`src/rtl/tlb_refill_ctrl_pkg.sv`:
```
// Shared types for the TLB refill controller: address/PTE types and FSM states.
package common;

  localparam int VPN_W  = 20;
  localparam int PPN_W  = 8;
  localparam int PPTR_W = 20;

  typedef logic [VPN_W-1:0]  vpn_t;
  typedef logic [PPN_W-1:0]  ppn_t;
  typedef logic [PPTR_W-1:0] pptr_t;

  typedef struct packed {
    logic [31-PPN_W-1:0] rsvd;
    ppn_t                ppn;
    logic                valid;
  } pte_t;

  typedef enum logic [1:0] {
    ST_IDLE = 2'd0,
    ST_REQ  = 2'd1,
    ST_WAIT = 2'd2,
    ST_FILL = 2'd3
  } state_e;

  // PTE physical address, wrapped to the physical pointer width
  function automatic pptr_t pte_addr(input pptr_t base, input vpn_t vpn, input int unsigned shift);
    return base + pptr_t'(vpn << shift);
  endfunction

endpackage

```
`src/rtl/tlb_refill_ctrl_rr_arbiter2.sv`:
```
// Two-way round-robin arbiter; index 0 = ITLB, 1 = DTLB. Reset pointer favours DTLB.
module rr_arbiter2
  import common::*;
(
  input  logic       clk,
  input  logic       rst,
  input  logic [1:0] req,
  input  logic       take,
  output logic       gnt_valid,
  output logic       gnt_idx
);

  logic last_r;

  // grant the requester not served last when both are asking
  always_comb begin
    gnt_valid = |req;
    if (req == 2'b11) begin
      gnt_idx = ~last_r;
    end else if (req[1]) begin
      gnt_idx = 1'b1;
    end else begin
      gnt_idx = 1'b0;
    end
  end

  // last-served pointer
  always_ff @(posedge clk or posedge rst) begin
    if (rst) begin
      last_r <= 1'b0;
    end else if (take && gnt_valid) begin
      last_r <= gnt_idx;
    end
  end

endmodule

```
`src/rtl/tlb_refill_ctrl.sv`:
```
// Page-table walker refilling ITLB/DTLB from single-level PTEs.
// Optional: define TLB_REFILL_PF_EN to turn invalid PTEs (bit0=0) into page faults.
module tlb_refill_ctrl
  import common::*;
#(
  parameter int PTE_SHIFT = 2,
  parameter int TIMEOUT   = 64
) (
  input  logic        clk,
  input  logic        rst,
  input  logic        itlb_miss,
  input  vpn_t        itlb_vpn,
  input  logic        dtlb_miss,
  input  vpn_t        dtlb_vpn,
  input  pptr_t       ptbr,
  input  logic        flush,
  output logic        mem_req,
  output pptr_t       mem_addr,
  input  logic        mem_gnt,
  input  logic        mem_rvalid,
  input  logic [31:0] mem_rdata,
  output logic        itlb_write_en,
  output logic        dtlb_write_en,
  output vpn_t        write_vpn,
  output ppn_t        write_ppn,
  output logic        busy,
  output logic        fault,
  output logic        fault_src
);

  localparam int CNT_W = (TIMEOUT > 1) ? $clog2(TIMEOUT) : 1;

  state_e             state_r, state_nxt_s;
  logic [1:0]         pend_r, pend_nxt_s, clr_s;
  vpn_t               ivpn_r, dvpn_r, gvpn_s;
  logic               gidx_r;
  logic [CNT_W-1:0]   wait_cnt_r;
  logic               arb_valid_s, arb_idx_s, arb_take_s;
  logic               cnt_last_s, timeout_s, fill_go_s, fill_ok_s;
  pte_t               pte_s;
  logic               unused_s;
  logic               mem_req_s, itlb_we_s, dtlb_we_s, busy_s, fault_s, fault_src_s;
  pptr_t              mem_addr_s;
  vpn_t               write_vpn_s;
  ppn_t               write_ppn_s;

  assign pte_s      = pte_t'(mem_rdata);
  assign unused_s   = ^{pte_s.rsvd, pte_s.valid};
  assign gvpn_s     = gidx_r ? dvpn_r : ivpn_r;
  assign cnt_last_s = (wait_cnt_r == CNT_W'(TIMEOUT - 1));
  assign timeout_s  = (state_r == ST_WAIT) && !flush && !mem_rvalid && cnt_last_s;
  assign fill_go_s  = (state_r == ST_WAIT) && (state_nxt_s == ST_FILL);
  assign arb_take_s = (state_r == ST_IDLE) && (state_nxt_s == ST_REQ);

`ifdef TLB_REFILL_PF_EN
  assign fill_ok_s = pte_s.valid;
`else
  assign fill_ok_s = 1'b1;
`endif

  rr_arbiter2 u_arb (
    .clk       (clk),
    .rst       (rst),
    .req       (pend_r),
    .take      (arb_take_s),
    .gnt_valid (arb_valid_s),
    .gnt_idx   (arb_idx_s)
  );

  // state register, granted index and WAIT cycle counter
  always_ff @(posedge clk or posedge rst) begin
    if (rst) begin
      state_r    <= ST_IDLE;
      gidx_r     <= 1'b0;
      wait_cnt_r <= '0;
    end else begin
      state_r <= state_nxt_s;
      if (arb_take_s) begin
        gidx_r <= arb_idx_s;
      end
      if ((state_r == ST_WAIT) && (state_nxt_s == ST_WAIT)) begin
        wait_cnt_r <= wait_cnt_r + CNT_W'(1);
      end else begin
        wait_cnt_r <= '0;
      end
    end
  end

  // next-state logic; flush overrides everything
  always_comb begin
    state_nxt_s = state_r;
    if (flush) begin
      state_nxt_s = ST_IDLE;
    end else begin
      case (state_r)
        ST_IDLE: state_nxt_s = arb_valid_s ? ST_REQ : ST_IDLE;
        ST_REQ:  state_nxt_s = mem_gnt ? ST_WAIT : ST_REQ;
        ST_WAIT: begin
          if (mem_rvalid) begin
            state_nxt_s = ST_FILL;
          end else if (cnt_last_s) begin
            state_nxt_s = ST_IDLE;
          end else begin
            state_nxt_s = ST_WAIT;
          end
        end
        ST_FILL: state_nxt_s = ST_IDLE;
        default: state_nxt_s = ST_IDLE;
      endcase
    end
  end

  // pending flags: clearing in FILL also masks the TLB's lagging miss
  always_comb begin
    clr_s = 2'b00;
    if ((state_r == ST_FILL) || timeout_s) begin
      clr_s[gidx_r] = 1'b1;
    end else begin
      clr_s = 2'b00;
    end
    if (flush) begin
      pend_nxt_s = 2'b00;
    end else begin
      pend_nxt_s = (pend_r | {dtlb_miss, itlb_miss}) & ~clr_s;
    end
  end

  // pending flags and VPN capture (VPN only re-latched while its flag is clear)
  always_ff @(posedge clk or posedge rst) begin
    if (rst) begin
      pend_r <= 2'b00;
      ivpn_r <= '0;
      dvpn_r <= '0;
    end else begin
      pend_r <= pend_nxt_s;
      if (itlb_miss && !pend_r[0]) begin
        ivpn_r <= itlb_vpn;
      end
      if (dtlb_miss && !pend_r[1]) begin
        dvpn_r <= dtlb_vpn;
      end
    end
  end

  // next values of the registered outputs, derived from the upcoming state
  always_comb begin
    mem_req_s   = (state_nxt_s == ST_REQ);
    busy_s      = (state_nxt_s != ST_IDLE);
    itlb_we_s   = 1'b0;
    dtlb_we_s   = 1'b0;
    fault_s     = 1'b0;
    fault_src_s = fault_src;
    write_vpn_s = write_vpn;
    write_ppn_s = write_ppn;
    if (arb_take_s) begin
      mem_addr_s = pte_addr(ptbr, arb_idx_s ? dvpn_r : ivpn_r, PTE_SHIFT);
    end else begin
      mem_addr_s = mem_addr;
    end
    if (fill_go_s && fill_ok_s) begin
      itlb_we_s   = ~gidx_r;
      dtlb_we_s   = gidx_r;
      write_vpn_s = gvpn_s;
      write_ppn_s = pte_s.ppn;
    end else if (fill_go_s || timeout_s) begin
      fault_s     = 1'b1;
      fault_src_s = gidx_r;
    end else begin
      fault_s = 1'b0;
    end
  end

  // output registers
  always_ff @(posedge clk or posedge rst) begin
    if (rst) begin
      mem_req       <= 1'b0;
      mem_addr      <= '0;
      itlb_write_en <= 1'b0;
      dtlb_write_en <= 1'b0;
      write_vpn     <= '0;
      write_ppn     <= '0;
      busy          <= 1'b0;
      fault         <= 1'b0;
      fault_src     <= 1'b0;
    end else begin
      mem_req       <= mem_req_s;
      mem_addr      <= mem_addr_s;
      itlb_write_en <= itlb_we_s;
      dtlb_write_en <= dtlb_we_s;
      write_vpn     <= write_vpn_s;
      write_ppn     <= write_ppn_s;
      busy          <= busy_s;
      fault         <= fault_s;
      fault_src     <= fault_src_s;
    end
  end

endmodule
```
`config.mk`:
```
export PLATFORM = sky130hd
export DESIGN_NAME = tlb_refill_ctrl
export DESIGN_NICKNAME = d
export VERILOG_FILES = /design/src/rtl/tlb_refill_ctrl_pkg.sv /design/src/rtl/tlb_refill_ctrl_rr_arbiter2.sv /design/src/rtl/tlb_refill_ctrl.sv
export SDC_FILE = /design/constraint.sdc
export NUM_CORES = 1
export LEC_CHECK = 0
export BUFFER_PORTS_ARGS = -buffer_cell sky130_fd_sc_hd__buf_4
export CORE_AREA = 2 2 91 137
export CTS_BUF_LIST = sky130_fd_sc_hd__clkbuf_8
export CTS_CLUSTER_SIZE = 14
export DETAILED_ROUTE_END_ITERATION = 7
export DIE_AREA = 0 0 93 139
export PLACE_DENSITY = 0.7
export SLEW_MARGIN = 0
export SYNTH_ARGS = -nofsm -noshare
export SYNTH_HDL_FRONTEND = slang
export SYNTH_SLANG_ARGS = --single-unit
```
`constraint.sdc`:
```
create_clock -name clk -period 5.8 [get_ports clk]
set_clock_uncertainty 0.05 [all_clocks]
set_input_delay 1.45 -clock clk [delete_from_list [all_inputs] [get_ports clk]]
set_output_delay 1.45 -clock clk [all_outputs]
set_load 0.1 [all_outputs]
```
======== After elaboration in Yosys (flattened, before gate mapping) ========
Index checks and enable logic that the tools add are counted.
storage, ports and cells
  bits in registers ....................... 106
  output and inout bits ................... 54
  input port bits ......................... 99
  word-level logic and storage cells ...... 73
operators by class
  mux-type cells .......................... 19
  add/subtract/negate cells ............... 2
  equality and inequality tests ........... 8
  bitwise operators ....................... 6
  magnitude comparators ................... 2
  reductions and logical operators ........ 20
operators with widths
  operator                                            number
  adder 20 bit                                        1
  2-to-1 mux 20 bit                                   1
  2-to-1 mux 18 bit                                   1
  2-to-1 mux 2 bit                                    6
  == test 2 bit, second input constant                5
  logical AND 1 bit                                   10
  2-to-1 mux 1 bit                                    8
  one-hot mux 2 bit (4 select lines)                  1
  adder 6 x 1 -> 6 bit, second input constant         1
  == test 6 bit, second input constant                1
  2-to-1 mux 6 bit                                    1
  == test 2 x 1 -> 1 bit, second input constant       2
  logical NOT 1 bit                                   4
  NOT 1 bit                                           3
  AND 2 bit                                           1
  logical NOT 2 bit                                   1
  logical OR 1 bit                                    2
  < comparator 1 x 2 -> 1 bit, second input constant  1
  NOT 2 bit                                           1
  bitwise OR 2 bit                                    1
  AND reduction 2 bit                                 1
  nonzero test 2 bit                                  1
  OR reduction 2 bit                                  1
  demux 1 bit (select 1 bit)                          1
  >= comparator 1 bit, second input constant          1

======== Depth between registers and ports, before layout ========
Gate-level depths: netlist (run 1).
  depth in word-level cells ............... 10
  mapped depth ............................ 13
  depth with buffers taken out ............ 11

======== Modules after synthesis ========
From an unflattened synthesis (run 1), not the netlist that was laid out.
second synthesis, totals
  cell total of the unflattened synthesis .. 471
  area total of the unflattened synthesis .. 5306.3 sq um
modules (own cells, without submodules)
  module           cells an instance  sequential area each (sq um)  area an instance (sq um)  instances
  tlb_refill_ctrl  465                2627.5                        5252.5                    1
  rr_arbiter2      6                  25.0                          53.8                      1

======== Worst setup path after synthesis (run 1) ========
OpenSTA, ideal clock, no wires.
  kind .................................... input-to-reg
  start point ............................. input ptbr[2]
  end point ............................... register mem_addr[16]
  library setup time ...................... 129 ps
  path slack .............................. 2344 ps
  cell stages on the path ................. 9
  data required time ...................... 5621 ps
  arrival ................................. 3277 ps
  path buffers ............................ 0
  path through ............................ ha_1 > fa_1 > a211oi_2 > o21ai_1 > a221oi_2 > a21oi_2 > a31oi_1 > xor2_1 > o21ai_1
between the ends
  longest elaborated chain between the ends .. 1
RTL lines
  what                    line                       text
  start: declaration      tlb_refill_ctrl.sv:15      input pptr_t ptbr,
  adder 20 bit            tlb_refill_ctrl_pkg.sv:27  return base + pptr_t'(vpn << shift);
  end signal: assignment  tlb_refill_ctrl.sv:187     mem_addr <= mem_addr_s;
  end: declaration        tlb_refill_ctrl.sv:18      output pptr_t mem_addr,
Every way passes these cells.
A chain may end at the register's enable or synchronous reset.

======== Worst setup path in the final report (run 1) ========
  start point ............................. register pend_r[1]
  end point ............................... register mem_addr[19]
between the ends
  longest elaborated chain between the ends .. 6
  elaborated cells between the ends (all ways) .. 11
  classes of those cells .................. 1 x add/sub; 2 x eq/ne; 6 x mux; 2 x reduce/logical
RTL lines
  what                                                  line                    text
  start: declaration                                    tlb_refill_ctrl.sv:34   logic [1:0] pend_r, pend_nxt_s, clr_s;
  start signal: assignment                              tlb_refill_ctrl.sv:135  pend_r <= pend_nxt_s;
  branches (longest 6 deep; another with adder 20 bit)  n/a
Parallel ways; which one is timed is not known.

==> results of run 1 <==
per-stage QoR:
step / std cells / area (um2)
4_1_cts: 735 / 6510
3_3_place_gp: 720 / 6290
2_1_floorplan: 454 / 5170
6_report: 735 / 6510
3_5_place_dp: 720 / 6290
5_1_grt: 735 / 6510
worst max-delay path, cell delays in order (launching register included):
cell      delay, ns
dfrtp_1        0.44
a21boi_2       0.36
buf_4          0.34
mux2_2         0.39
ha_1           0.35
and4_1         0.24
a21o_1         0.17
a21oi_1        0.19
o21ai_0        0.22
a21oi_1        0.26
mux2i_1        0.21
nand3_1        0.08
power by group through the flow:
| stage | registers (uW) | clock network, uW | logic [uW] |
|---|---|---|---|
| 6_report | 1070 | 506 | 2060 |
| 5_1_grt | 1090 | 543 | 2150 |
| 4_1_cts | 1070 | 515 | 2070 |
| 3_5_place_dp | 1080 | 0 | 2070 |
| 3_3_place_gp | 1080 | 0 | 2050 |
| 2_1_floorplan | 2210 | 0 | 476 |
final cells by class:
| class | count | area [um2] |
|---|---|---|
| clock inverters | 5 | 80.1 |
| multi-input cells | 320 | 2410 |
| fillers | 1059 | 5270 |
| flip-flops and latches | 106 | 2650 |
| repair buffers | 133 | 998 |
| clock buffers | 10 | 138 |
| inverters | 8 | 32.5 |
| well taps | 153 | 191 |
registers in the layout (all words and copies together), names as in the netlist, 2 cells and up:
register,flops
wait_cnt_r,6
pend_r,2
ivpn_r,20
write_ppn,8
write_vpn,20
dvpn_r,20
mem_addr,20
state_r,2
metal layers:
metal,wire length (um),vias to the layer above
met5,0,-
met1,5060,1908
met4,306,0
met3,427,19
li1,-,1851
met2,6710,89
Yosys cell counts, drive strengths merged:
cell type	number
a21oi	35
nor4	2
mux2	67
a21o	10
mux2i	23
a211oi	4
nand3	6
nand2	38
xor2	9
nand3b	1
o21bai	2
a221oi	1
a31o	1
and4	1
o2111ai	1
dfrtp	106
and3	3
xnor2	9
o21a	3
nor3	4
nor2	39
o31ai	1
fa	1
a31oi	4
or4	1
o311ai	1
ha	18
o221a	2
or2	1
inv	8
and2	3
nor2b	4
o211ai	1
nand4	1
buf	11
clkbuf	9
nor3b	2
o21ai	20
a21boi	1
worst max-delay path by stage:
stage               from           end  slack, ns  cells past startpoint
6_report       pend_r[1]  mem_addr[19]       2.37                     11
5_1_grt        pend_r[1]  mem_addr[19]       2.17                     11
2_1_floorplan        rst          busy       1.51                      1
3_3_place_gp     ptbr[2]  mem_addr[18]       2.00                     10
4_1_cts        pend_r[1]  mem_addr[18]       2.37                     11
3_5_place_dp     ptbr[2]  mem_addr[18]       1.99                     10
logic make-up after synthesis:
family / count (synthesis) / synth area share, %
and+or+nand+nor: 106 / 9.12
DFF: 106 / 51.3
muxes: 90 / 19.0
AOI/OAI and AO/OA: 87 / 10.5
buffers and inverters: 28 / 2.23
adders and majority gates: 19 / 4.74
xor gates and xnor gates: 18 / 3.05
==> impl_metrics.toml, run 1 <==
[layout]
drive_gt1_share_pct = 39.3
area_delta_synth_final_pct = 25.8
mostFrequentLayoutCells = "133 x buf_4, 106 x dfrtp_1, 67 x mux2_2, 39 x nor2_1, 38 x nand2_1"
fin_util_pct = 55.3
layout_commonest_cell = "buf_4"
num_antenna_cells = 0
finalNetCount = 696

[worst_hold_path]
hold_end = "wait_cnt_r[0]"
hold_depth = 1
worstHoldStart = "wait_cnt_r[0]"
hold_class = "register to register"

[placement]
dpl.hpwl_um = 9230
io_buffers = 128
place_ws_ns = 1.99
place.gp.congestion = 0.954

[floorplanning]
die_x_um = 93
dieHeight_um = 139
ioPinCount = 153
rows = 49
initial_utilization_pct = 43.9
fp.dieArea_mm2 = 0.0129
core_mm2 = 0.0118

[clock_network]
clk_latency_ns = 0.37
cts_root_buf = "clkbuf_8"
cts_resized = 0
post_cts_buffers = 0
clk_pin_slew_ns = 0.10
cts_buffer_depth = 2
cts_tree = "done"
cts_buffers = 9
cts_sinks = 106
htree_levels = 3
cts_hold_buf = 0

[global_routing]
grtUsageTotal_pct = 19.7
gr-total-overflow = 0
met1_usage_pct = 23.4
grt_use_met2_pct = 34.7
top_usage_layer = "met2"
antenna_found_initial = 0
globalRouteMet3Util_pct = 3.26
grt_first_pass_wirelength_um = 19900
grt_pass1_vias = 3949
grt_max_degree = 55

[sta]
rsz0062_at_grt = "no"
fmax_mhz = 292
relSlewSlack_pct = 21.1
period_share_pct = 59.1
setup_viol = 0
final_hold_viol_count = 0
min_period_ns = 3.43
holdWs_ns = 0.419
tns_ns = 0
finalMaxSlewViolations = 0
fin_ws_ns = 2.37
worst_pin_slew_ns = 1.18

[power]
power_frac_seq_pct = 29.4
power_uw = 3640
clkPwrFrac_pct = 13.9
leakagePower_uw = 0.00307
power_density_mw_per_mm2 = 559
p_sw_share_pct = 53.4
ir_drop_mv = 0.409
power_frac_comb_pct = 56.7
internal_power_uw = 1700
p_sw_uw = 1940

[synthesis]
synth_top_area_cell = "dfrtp_1"
ys_ff_latch = 106
seq_area_frac_synth_pct = 51.3
syn_area_mm2 = 0.00517
synth_top_area_share_pct = 51.3
synth.avg_cell_area_um2 = 11.4
syn_inst = 454
synthTopCellsByArea = "dfrtp_1 51%, mux2_2 15%, mux2i_1 4.5%"
yosysWarnings = 0
synth_nets = 572
ys_types = 45

[detailed_routing]
drt-initial-drc-count = 121
finalWirelength_um = 12500
vias_per_cell = 5.26
vias = 3867
firstDrtPassIters = 4
antenna_left = 0
wl_per_cell_um = 17.0
drcViolationCount = 0

[job]
maxCapViolations = 0

[critical_path]
r2r_end = "mem_addr[19]"
crit-reg2reg-launch = "pend_r[1]"
crit_fanout = 16
crit_arrival_ns = 3.64
cp-start-kind = "register"
critPathRequiredTime_ns = 6.01
critPathCaptureType = "register"
rr_worst_depth = 11
path_class = "register to register"
r2r_slack_ns = 2.37

[status]
status = "complete, no violations"
Power figures use the tool's default switching activity.
==> inputs of run 2 (changes only) <==
- clock period: 5.8 -> 3.5 ns (I/O delays scaled with it)
==> run 2 against run 1 <==
Effect of this change: non-clock buffer count is 7 higher; sequential share of layout area down 0.34 points; worst setup slack got worse by 2.2 ns; first-iteration DRC count up 22%; design area up 0.85%; via count is 0.36% higher; clock power rose by 61%; critical path depth is the same; clock-buffer cell count unchanged; sequential power is 64% higher; wire length down 1.6%; final cell count is 1.1% higher.
==> impl_metrics.toml, run 2 (synthesis results as in run 1) <==
[status]
status = "complete, no violations"

[layout]
drive_gt1_share_pct = 40.3
area_delta_synth_final_pct = 26.9
finalNetCount = 703
num_antenna_cells = 0
fillers = 1061
mostFrequentLayoutCells = "139 x buf_4, 106 x dfrtp_1, 67 x mux2_2, 39 x nor2_1, 38 x nand2_1"
layout_commonest_cell = "buf_4"

[sta]
worst_pin_slew_ns = 0.820
relSlewSlack_pct = 45.3
holdWs_ns = 0.423
final_hold_viol_count = 0
period_share_pct = 94.6
min_period_ns = 3.31
finalMaxSlewViolations = 0
fmax_mhz = 302
setup_viol = 0

[clock_network]
cts_buffer_depth = 2
cts_root_buf = "clkbuf_8"
cts_sinks = 106
clk_latency_ns = 0.38
cts_tree = "done"
htree_levels = 3
clk_pin_slew_ns = 0.10
cts_buffers = 9
cts_hold_buf = 0

[floorplanning]
die_x_um = 93
rows = 49
fp.dieArea_mm2 = 0.0129
ioPinCount = 153
dieHeight_um = 139
core_mm2 = 0.0118
initial_utilization_pct = 43.9

[detailed_routing]
drcViolationCount = 0
drt-initial-drc-count = 148
finalWirelength_um = 12300
met2_length_um = 6710
antenna_left = 0
wl_per_cell_um = 16.6
vias = 3881
top_layer = "met4"
met1Wirelength_um = 4820
routed-wl-met3_um = 474
vias_per_cell = 5.22
firstDrtPassIters = 4

[global_routing]
grtUsageTotal_pct = 19.7
grt_first_pass_wirelength_um = 19900
antenna_found_initial = 0
grt_pass1_vias = 3952
grt_max_degree = 66
gr-total-overflow = 0

[power]
ir_drop_mv = 0.514
power_frac_seq_pct = 29.4
internal_power_uw = 2770
clkPwrFrac_pct = 13.6
p_sw_uw = 3230
leakagePower_uw = 0.00311
power_uw = 6010
p_sw_share_pct = 53.9
power_density_mw_per_mm2 = 915
power_frac_comb_pct = 57.0

[critical_path]
rr_worst_depth = 11
crit_fanout = 10
critPathCaptureType = "register"
crit_path_max_incr_delay_ns = 0.47
critPathRequiredTime_ns = 3.69
path_class = "register to register"
crit_arrival_ns = 3.50
cp_slowest_cell = "fa_1"
cp-start-kind = "register"
path_cells = "a21boi_2 -> buf_6 -> mux2_2 -> fa_1 -> a211oi_2 -> o21ai_1 -> a221oi_2 -> a21oi_2 -> a211oi_2 -> xor2_1 -> o21ai_1"

[job]
maxCapViolations = 0

[placement]
io_buffers = 128
place.gp.congestion = 0.916
dpl.hpwl_um = 9330

[worst_hold_path]
hold_class = "register to register"
hold_depth = 1
==> run 2: worst paths after layout <==
kind                            endpoint  slack (ns)          start
setup reg to reg            mem_addr[18]        0.19      pend_r[0]
setup / recovery            mem_addr[18]        0.19      pend_r[0]
max in group asynchronous   mem_addr[10]        2.14            rst
hold / removal             wait_cnt_r[0]        0.42  wait_cnt_r[0]
hold reg to reg            wait_cnt_r[0]        0.42  wait_cnt_r[0]
min in group asynchronous   write_ppn[6]        0.59            rst
==> run 2: power by group through the flow <==
stage	logic (uW)	clock network, uW	registers [uW]
final	3430	815	1760
after global routing	3580	892	1810
after CTS	3440	844	1770
after detailed placement	3430	0	1800
after global placement	3400	0	1780
after floorplan	789	0	3670
==> run 2: timing repair <==
action / 4_1_cts / 5_1_grt
endpoints found under the hold margin: 0 / 0
setup buffers: 0 / 1
endpoints found under the setup margin: 0 / 2
gates resized for setup: 0 / 1
==> run 2: metal layers <==
metal | GRT usage [%] | vias up
li1 | - | 1867
met5 | 0 | -
met4 | 8.05 | 0
met1 | 23.4 | 1906
met2 | 35.0 | 91
met3 | 3.26 | 17
==> run 2: critical path: cells and delay by family (launching register included) <==
kind / cells / cell delay (ns)
AO/OA/AOI/OAI: 7 / 1.46
adder cells (fa/ha/maj): 1 / 0.47
flip-flops: 1 / 0.45
multiplexers: 1 / 0.38
buffers and inverters: 1 / 0.19
XOR/XNOR: 1 / 0.18
==> run 2: per-stage QoR <==
stage,instance area (um2),setup WS (ns),cells,util (%),setup TNS [ns]
final,6560,0.190,743,55.7,0
after global routing,6560,-0.00852,743,55.7,-0.00852
after CTS,6550,0.103,742,55.6,0
after detailed placement,6330,0.137,726,53.8,0
after global placement,6330,0.156,726,53.8,0
after floorplan,5170,0.167,454,-,0
==> run 2: final cells by class <==
type / count / area (um2) / share of cell area [%]
Tap cell: 153 / 191 / 2.92
Sequential cell: 106 / 2650 / 40.4
Multi-Input combinational cell: 320 / 2410 / 36.8
Clock buffer: 10 / 138 / 2.10
Timing Repair Buffer: 140 / 1050 / 16.1
Clock inverter: 6 / 77.6 / 1.18
Inverter: 8 / 33.8 / 0.515
==> inputs of run 3 (changes only) <==
- CORE_AREA: 2 2 91 137 -> 2 2 85 147
- DIE_AREA: 0 0 93 139 -> 0 0 87 149
==> run 3 against run 2 <==
Effect of this change: die area up 0.28%; sequential share of layout area up 0.19 points; sequential power about the same.
==> impl_metrics.toml, run 3 (synthesis results as in run 1) <==
[status]
status = "complete, no violations"

[detailed_routing]
vias_per_cell = 5.37
drt-initial-drc-count = 181
drcViolationCount = 0
firstDrtPassIters = 4
wl_per_cell_um = 17.4
antenna_left = 0
vias = 3892
finalWirelength_um = 12600

[clock_network]
cts_buffers = 9
cts_sinks = 106
cts_tree = "done"
cts_buffer_depth = 2
htree_levels = 3
cts_root_buf = "clkbuf_8"
clk_pin_slew_ns = 0.10
clk_latency_ns = 0.37

[layout]
num_antenna_cells = 0
drive_gt1_share_pct = 40.0
mostFrequentLayoutCells = "137 x buf_4, 106 x dfrtp_1, 67 x mux2_2, 39 x nor2_1, 38 x nand2_1"
area_delta_synth_final_pct = 26.3
finalNetCount = 701
final_cells = 725
final_area_mm2 = 0.00653
layout_commonest_cell = "buf_4"

[sta]
min_period_ns = 3.31
rsz0062_at_grt = "no"
tns_ns = 0
worst_pin_slew_ns = 0.747
finalMaxSlewViolations = 0
final_hold_viol_count = 0
fin_ws_ns = 0.192
fmax_mhz = 302
setup_viol = 0
period_share_pct = 94.5
relSlewSlack_pct = 50.2

[floorplanning]
ioPinCount = 153
rows = 53
fp.dieArea_mm2 = 0.0130
initial_utilization_pct = 43.6
die_x_um = 87
core_mm2 = 0.0119
dieHeight_um = 149

[global_routing]
gr-total-overflow = 0
grt_first_pass_wirelength_um = 20300
grt_pass1_vias = 4072
grt_max_degree = 107
antenna_found_initial = 0
grtUsageTotal_pct = 20.2

[critical_path]
crit-reg2reg-launch = "pend_r[1]"
cp-startpoint = "pend_r[1]"
r2r_end = "mem_addr[18]"
crit_arrival_ns = 3.48
path_class = "register to register"
rr_worst_depth = 11
cp-start-kind = "register"
critPathCaptureType = "register"
crit_fanout = 6
r2r_slack_ns = 0.19
critPathRequiredTime_ns = 3.68

[worst_hold_path]
hold_class = "register to register"
hold_end = "wait_cnt_r[0]"
worstHoldStart = "wait_cnt_r[0]"
hold_depth = 1

[power]
ir_drop_mv = 0.582
power_density_mw_per_mm2 = 916
leakagePower_uw = 0.00310

[placement]
place.gp.congestion = 0.955
io_buffers = 128
dpl-instance-area_mm2 = 0.00631
placedCellCount = 708
dpl.hpwl_um = 9460
place_ws_ns = 0.0870

[job]
maxCapViolations = 0
-- run 3: cell count changes in the layout (fill, tap and decap cells not counted), sizes merged --
cell      before  now
clkinv         1    2
clkinvlp       1    2
inv           11    9
buf          140  138
-- run 3: how the worst max path moves through the flow --
| stage | endpoint | slack (ns) | depth (start not counted) |
|---|---|---|---|
| final | mem_addr[18] | 0.19 | 11 |
| after global routing | mem_addr[18] | 0.01 | 11 |
| after CTS | mem_addr[18] | 0.06 | 11 |
| after detailed placement | mem_addr[18] | 0.09 | 11 |
| after global placement | mem_addr[18] | 0.18 | 11 |
| after floorplan | mem_addr[16] | 0.17 | 13 |
-- run 3: what timing repair did --
| item | in CTS | in global routing |
|---|---|---|
| gates resized for setup | 0 | 1 |
| setup buffers | 0 | 1 |
| hold buffers | 0 | 0 |
| endpoints found under the setup margin | 0 | 2 |
| hold endpoints to repair | 0 | 0 |
-- run 3: final cells by class --
| class | instances | area, um2 |
|---|---|---|
| fill | 1027 | 5340 |
| clock buffer | 10 | 138 |
| clock inverter | 6 | 66.3 |
| tap | 137 | 171 |
| multi-input combinational | 320 | 2420 |
| sequential | 106 | 2650 |
| inverter | 8 | 33.8 |
| timing repair buffer | 138 | 1050 |
-- run 3: where the power goes --
group,switching [uW],internal (uW)
clock network,434,354
registers,222,1560
logic,2570,842
total,3220,2760
-- run 3: stage by stage --
stage / power, uW / hold slack (ns) / util (%)
global placement: 5190 / 0.397 / 53.2
floorplan: 4460 / 0.383 / -
global route: 6250 / 0.456 / 55.0
detailed placement: 5230 / 0.409 / 53.2
finish: 5980 / 0.423 / 55.0
CTS: 6020 / 0.422 / 54.9
-- run 3: critical path: stages (launching register included) --
cell and delay, ns:
dfrtp_1 0.45, a21boi_4 0.27, buf_4 0.19, mux2_2 0.37, fa_1 0.46, a211oi_2 0.29, o21ai_1 0.16, a221oi_2 0.31
a21oi_2 0.14, a211oi_2 0.23, xor2_1 0.18, o21ai_1 0.08
-- run 3: routing by layer --
layer | track usage (%) | wire length (um) | vias to the layer above
met5 | 0 | 0 | -
met4 | 10.2 | 484 | 0
met3 | 2.77 | 391 | 31
met2 | 35.6 | 6840 | 100
met1 | 23.3 | 4870 | 1903
li1 | - | - | 1858
